--- src/rtl/rp_scope_calib_mc.sv ---
// Multi-channel scope calibration: offset add, unsigned gain, and saturation tracking.
// Optional saturation counters are built only when SCOPE_CALIB_SATCNT_EN is defined.
module rp_scope_calib_mc #(
  parameter int unsigned NCH   = 2,
  parameter int unsigned DBITS = 16,
  parameter int unsigned GBITS = 16,
  parameter int unsigned GFRAC = 15,
  parameter int unsigned SCW   = 16
) (
  input  logic                   adc_clk_i,
  input  logic                   adc_rstn_i,
  input  logic [NCH*DBITS-1:0]   calib_dat_i,
  input  logic                   calib_din_tvalid_i,
  output logic [NCH*DBITS-1:0]   calib_dat_o,
  output logic                   calib_dout_tvalid_o,
  input  logic [NCH*DBITS-1:0]   cfg_calib_offset_i,
  input  logic [NCH*GBITS-1:0]   cfg_calib_gain_i,
  input  logic                   cfg_update_i,
  output logic                   cfg_update_ack_o,
  input  logic                   sat_cnt_clr_i,
  output logic [NCH-1:0]         sat_flag_o,
  output logic [NCH*SCW-1:0]     sat_cnt_o
);

  localparam int unsigned SW = DBITS + 1;
  localparam int unsigned PW = DBITS + GBITS + 1;

  localparam logic signed [DBITS-1:0] DMAX   = {1'b0, {(DBITS-1){1'b1}}};
  localparam logic signed [DBITS-1:0] DMIN   = {1'b1, {(DBITS-1){1'b0}}};
  localparam logic signed [PW-1:0]    PMAX   = PW'(DMAX);
  localparam logic signed [PW-1:0]    PMIN   = PW'(DMIN);
  localparam logic [GBITS-1:0]        GUNITY = GBITS'(1) << GFRAC;

  // active coefficient set
  logic signed [DBITS-1:0] act_off  [NCH];
  logic        [GBITS-1:0] act_gain [NCH];

  // pipeline registers; coefficients travel with the sample from stage 1
  logic signed [DBITS-1:0] s1_dat  [NCH];
  logic signed [DBITS-1:0] s1_off  [NCH];
  logic        [GBITS-1:0] s1_gain [NCH];
  logic                    s1_vld;
  logic signed [DBITS-1:0] s2_dat  [NCH];
  logic        [GBITS-1:0] s2_gain [NCH];
  logic        [NCH-1:0]   s2_sat;
  logic                    s2_vld;
  logic signed [PW-1:0]    s3_prod [NCH];
  logic        [NCH-1:0]   s3_sat;
  logic                    s3_vld;

  // combinational stage results
  logic signed [SW-1:0]    sum_c   [NCH];
  logic signed [DBITS-1:0] clp2_c  [NCH];
  logic        [NCH-1:0]   sat2_c;
  logic signed [PW-1:0]    prod_c  [NCH];
  logic signed [PW-1:0]    shf_c   [NCH];
  logic signed [DBITS-1:0] clp4_c  [NCH];
  logic        [NCH-1:0]   sat4_c;
  logic        [NCH-1:0]   sat_ev_c;

  // offset add with clamp: overflow shows as a mismatch of the top two sum bits
  always_comb begin
    for (int k = 0; k < NCH; k++) begin
      sum_c[k]  = SW'(s1_dat[k]) + SW'(s1_off[k]);
      sat2_c[k] = sum_c[k][SW-1] != sum_c[k][SW-2];
      if (sat2_c[k]) clp2_c[k] = sum_c[k][SW-1] ? DMIN : DMAX;
      else           clp2_c[k] = DBITS'(sum_c[k]);
    end
  end

  always_comb begin
    for (int k = 0; k < NCH; k++) begin
      prod_c[k] = PW'(s2_dat[k]) * PW'($signed({1'b0, s2_gain[k]}));
    end
  end

  // floor shift by GFRAC, then clamp back to sample range
  always_comb begin
    for (int k = 0; k < NCH; k++) begin
      shf_c[k] = s3_prod[k] >>> GFRAC;
      sat4_c[k] = 1'b0;
      if (shf_c[k] > PMAX) begin
        clp4_c[k] = DMAX;
        sat4_c[k] = 1'b1;
      end else if (shf_c[k] < PMIN) begin
        clp4_c[k] = DMIN;
        sat4_c[k] = 1'b1;
      end else begin
        clp4_c[k] = DBITS'(shf_c[k]);
      end
    end
  end

  always_comb begin
    sat_ev_c = {NCH{s3_vld}} & (s3_sat | sat4_c);
  end

  // coefficient load and acknowledge
  always_ff @(posedge adc_clk_i or negedge adc_rstn_i) begin
    if (!adc_rstn_i) begin
      for (int k = 0; k < NCH; k++) begin
        act_off[k]  <= '0;
        act_gain[k] <= GUNITY;
      end
      cfg_update_ack_o <= 1'b0;
    end else begin
      if (cfg_update_i) begin
        for (int k = 0; k < NCH; k++) begin
          act_off[k]  <= cfg_calib_offset_i[k*DBITS +: DBITS];
          act_gain[k] <= cfg_calib_gain_i[k*GBITS +: GBITS];
        end
      end
      cfg_update_ack_o <= cfg_update_i;
    end
  end

  always_ff @(posedge adc_clk_i or negedge adc_rstn_i) begin
    if (!adc_rstn_i) begin
      for (int k = 0; k < NCH; k++) begin
        s1_dat[k]  <= '0;
        s1_off[k]  <= '0;
        s1_gain[k] <= '0;
        s2_dat[k]  <= '0;
        s2_gain[k] <= '0;
        s3_prod[k] <= '0;
      end
      s1_vld              <= 1'b0;
      s2_sat              <= '0;
      s2_vld              <= 1'b0;
      s3_sat              <= '0;
      s3_vld              <= 1'b0;
      calib_dat_o         <= '0;
      calib_dout_tvalid_o <= 1'b0;
    end else begin
      for (int k = 0; k < NCH; k++) begin
        s1_dat[k]  <= calib_dat_i[k*DBITS +: DBITS];
        s1_off[k]  <= act_off[k];
        s1_gain[k] <= act_gain[k];
        s2_dat[k]  <= clp2_c[k];
        s2_gain[k] <= s1_gain[k];
        s3_prod[k] <= prod_c[k];
        calib_dat_o[k*DBITS +: DBITS] <= clp4_c[k];
      end
      s1_vld              <= calib_din_tvalid_i;
      s2_sat              <= sat2_c;
      s2_vld              <= s1_vld;
      s3_sat              <= s2_sat;
      s3_vld              <= s2_vld;
      calib_dout_tvalid_o <= s3_vld;
    end
  end

  // sticky flags update on the same edge the saturated sample is output
  always_ff @(posedge adc_clk_i or negedge adc_rstn_i) begin
    if (!adc_rstn_i)        sat_flag_o <= '0;
    else if (sat_cnt_clr_i) sat_flag_o <= sat_ev_c;
    else                    sat_flag_o <= sat_flag_o | sat_ev_c;
  end

`ifdef SCOPE_CALIB_SATCNT_EN
  localparam logic [SCW-1:0] CMAX = {SCW{1'b1}};

  always_ff @(posedge adc_clk_i or negedge adc_rstn_i) begin
    if (!adc_rstn_i) begin
      sat_cnt_o <= '0;
    end else begin
      for (int k = 0; k < NCH; k++) begin
        if (sat_cnt_clr_i)
          sat_cnt_o[k*SCW +: SCW] <= SCW'(sat_ev_c[k]);
        else if (sat_ev_c[k] && (sat_cnt_o[k*SCW +: SCW] != CMAX))
          sat_cnt_o[k*SCW +: SCW] <= sat_cnt_o[k*SCW +: SCW] + SCW'(1);
      end
    end
  end
`else
  assign sat_cnt_o = '0;
`endif

endmodule
--- config.mk ---
export PLATFORM = sky130hd
export DESIGN_NAME = rp_scope_calib_mc
export DESIGN_NICKNAME = d
export VERILOG_FILES = /design/src/rtl/rp_scope_calib_mc.sv
export SDC_FILE = /design/constraint.sdc
export NUM_CORES = 1
export LEC_CHECK = 0
export ABC_AREA = 1
export CAP_MARGIN = 20
export CELL_PAD_IN_SITES_DETAIL_PLACEMENT = 1
export CELL_PAD_IN_SITES_GLOBAL_PLACEMENT = 1
export CORE_MARGIN = 2
export CORE_UTILIZATION = 30
export DETAILED_ROUTE_END_ITERATION = 8
export GPL_TIMING_DRIVEN = 0
export PLACE_DENSITY_LB_ADDON = 0.1
export SYNTH_ARGS = -nofsm -noshare
export SYNTH_HDL_FRONTEND = slang
export SYNTH_SLANG_ARGS = --single-unit
--- constraint.sdc ---
create_clock -name adc_clk_i -period 6.3 [get_ports adc_clk_i]
set_input_delay 1.575 -clock adc_clk_i [delete_from_list [all_inputs] [get_ports adc_clk_i]]
set_output_delay 1.575 -clock adc_clk_i [all_outputs]
set_load 0.02 [all_outputs]
==> flow_metrics.tcl, run 1 <==
set metrics [dict create \
    status "finished clean" \
    synth_cells 3473 \
    ant_nets 0 \
    drc_errors 0 \
    grt_pass1_vias 23940 \
    root_buffer "clkbuf_16" \
    drive_gt1_share_pct 9.651 \
    synth_xor_area_share_pct 0.8864 \
    dieArea_mm2 0.1013 \
    path_common_cell "fa_1" \
    hold_buffers 0 \
    worst_pin_slew_ns 0.8020 \
    drv_slew 0 \
    placed_cell_area_mm2 0.03282 \
    yosys.area.top_type "fa_1" \
    fin_crit_ns 6.093 \
    wl_per_cell_um 17.96 \
    num_rows 115 \
    final_cell_mix "nand2_1 (881), inv_1 (831), fa_1 (388)" \
    synth_top_area_share_pct 26.21 \
    cp-start-kind "register" \
    io_pins 169 \
    final_util_pct 34.73 \
    clk_pin_slew_ns 0.06 \
    critical-path-top-delay-family "adder cells" \
    finalSetupViolCount 0 \
    path_buf_inv 6 \
    grt_most_used_layer "met2" \
    synth_top_family_by_area "adder cells" \
    worstSkewPairLatency_ns 0.60 \
    yosysUniqueCellTypes 43 \
    drt_pass1_iterations 5 \
    crit_required_ns 6.75 \
    gp_congestion 0.8469 \
    synthAdderAreaFrac_pct 37.60 \
    vias 21800 \
    cp_cell_sequence "buf_2, nand2_1, fa_1, inv_1, fa_1, inv_1, fa_1, inv_1, fa_1, fa_1, inv_1, fa_1, inv_1, ha_1, a21oi_1, o21ai_0, a21oi_1, nand2_1, xor2_1" \
    finalNetCount 4398 \
    crit_path_max_fanout 10 \
    cap_violations 0 \
    synthMuxAreaShare_pct 2.431 \
    numPortBuffers 136 \
    track_usage_pct 18.22 \
    clock-sinks 303 \
    slew_headroom_pct 46.53 \
    final_common_cell "nand2_1" \
    cp_slowest_cell "dfrtp_2" \
    area_delta_synth_final_pct 14.98 \
    drt_iter0_drc 916 \
    cts_tree "done" \
    yosysSeqAreaShare_pct 25.59 \
    grt_pass1_wl_um 141400 \
    syn_area_mm2 0.02964 \
    core_area_mm2 0.09813 \
    routed_wirelength_um 89050 \
    fin_crit_sh_pct 96.72 \
    synth_compound_gate_area_share_pct 3.073 \
    grt.met3_usage_pct 2.760 \
    start_util_pct 30.21 \
    worstHoldPathType "reg -> reg" \
    fin_skew_ns 0.02719 \
    n_fill_cell 11480 \
    viasPerCell 4.397 \
    yosys.area_share.simple_pct 17.24 \
    rsz0062_at_grt "true" \
    overflow 0 \
    critPathMaxStageDelay_ns 0.58 \
    antenna_found_initial 10 \
    fmax_ghz 0.1641 \
    cts_made_buffers 38 \
    crit_type "reg -> reg" \
    chipWidth_um 318.3 \
    htreeDepth 2 \
    crit_path_end_kind "register" \
    clockBufferDepth 3 \
    grt.met2_usage_pct 28.20 \
    synth_area_leaders "fa_1 (26%), dfrtp_1 (25%), ha_1 (11%), nand2_1 (11%), inv_1 (11%)" \
    syn_area_per_cell_um2 8.535 \
    die_h_um 318.3 \
    cp.arrival_ns 6.55 \
    grt_max_degree 82 \
    design_area_mm2 0.03408 \
    grtUsageMet1_pct 26.88 \
    hold_viol 0 \
    yosysWarnings 0 \
    dp_hpwl_um 73990 \
    ys_ff_latch 303 \
]
==> registers in the layout, indices dropped and copies added (netlist names) <==
name	count
sat_flag_o	2
s2_gain	32
s1_gain	32
calib_dat_o	32
s2_dat	32
calib_dout_tvalid_o	1
s1_dat	32
act_gain	32
cfg_update_ack_o	1
s3_sat	2
act_off	32
s2_vld	1
s2_sat	2
s1_off	32
s3_prod	36
s3_vld	1
s1_vld	1
==> final cells by class <==
cell class,count,area [µm²],area share [%]
Sequential cell,303,7641,22.42
Clock buffer,46,1021,2.996
Multi-Input combinational cell,2207,18290,53.66
Timing Repair Buffer,141,1464,4.295
Clock inverter,23,206.4,0.6058
Antenna cell,3,7.507,0.02203
Tap cell,1287,1610,4.725
Buffer,112,700.7,2.056
Inverter,836,3142,9.219
==> routing by layer <==
metal | share of wire [%] | up-vias | routed length (µm)
li1 | - | 10450 | -
met2 | 44 | 363 | 38940
met5 | 0.11 | - | 100
met1 | 50 | 10880 | 44470
met3 | 4.5 | 93 | 3985
met4 | 1.8 | 16 | 1559
==> final timing paths <==
| kind | start | endpoint | slack [ns] | cells past startpoint |
|---|---|---|---|---|
| max | s2_dat[7] | s3_prod[15] | 0.21 | 19 |
| min | s1_gain[8] | s2_gain[8] | 0.35 | 0 |
| max reg2reg | s2_dat[7] | s3_prod[15] | 0.21 | 19 |
| min reg2reg | s1_gain[8] | s2_gain[8] | 0.35 | 0 |
| max in group asynchronous | adc_rstn_i | s2_gain[29] | 4.08 | 3 |
| min in group asynchronous | adc_rstn_i | s1_dat[4] | 0.92 | 1 |
==> cell families after synthesis <==
kind of cell	Yosys count
fa+ha+maj	658
compound gates	166
simple gates	1257
xor+xnor	30
flops	303
buf+inv	994
other cells	1
mux	64
==> metrics by stage <==
stage / TNS, ns / cells / setup WS [ns] / hold slack (ns)
finish: 0 / 4958 / 0.2068 / 0.3457
global route: -0.03980 / 4955 / -0.03980 / 0.3528
CTS: 0 / 4966 / 0.001527 / 0.3490
detailed placement: -11.47 / 4930 / -0.7299 / 0.3356
global placement: -3030.75 / 4927 / -10.11 / 0.3312
floorplan: 0 / 3504 / 1.072 / 0.3312
==> what timing repair did <==
item | in CTS | in global routing
setup buffers | 0 | 2
pin swaps | 0 | 0
gates resized for setup | 70 | 84
setup endpoints to repair | 36 | 32
endpoints found under the hold margin | 0 | 0
==> cells in the mapped netlist (all sizes together) <==
master / n
nand3: 69
a21o: 11
o21bai: 9
dfstp: 2
o21ai: 45
nor3: 16
nand2: 917
inv: 836
xnor2: 8
buf: 44
dfrtp: 301
nand3b: 5
nor4: 4
nor2: 208
xor2: 22
a21boi: 2
o211ai: 3
ha: 270
or2: 20
conb: 1
and2: 4
o31ai: 2
a31oi: 2
a21oi: 91
fa: 388
nand4: 14
mux2: 64
clkbuf: 114
o21a: 1
Power of run 1 is left out: the tool's default activity adds up to more than one toggle a clock period on the data nets, which glitch-free logic cannot reach.
==> run 2, diff against run 1 <==
SLEW_MARGIN = 20   (was unset)
==> results of run 2 <==
Final layout, timing and power as in run 1 (identical DEF).
Power of run 2 is left out for the same reason.
==> run 3, diff against run 2 <==
CTS_CLUSTER_SIZE = 40   (was unset)
==> results of run 3 <==
Final layout, timing and power as in run 1 (identical DEF).
Power of run 3 is left out for the same reason.
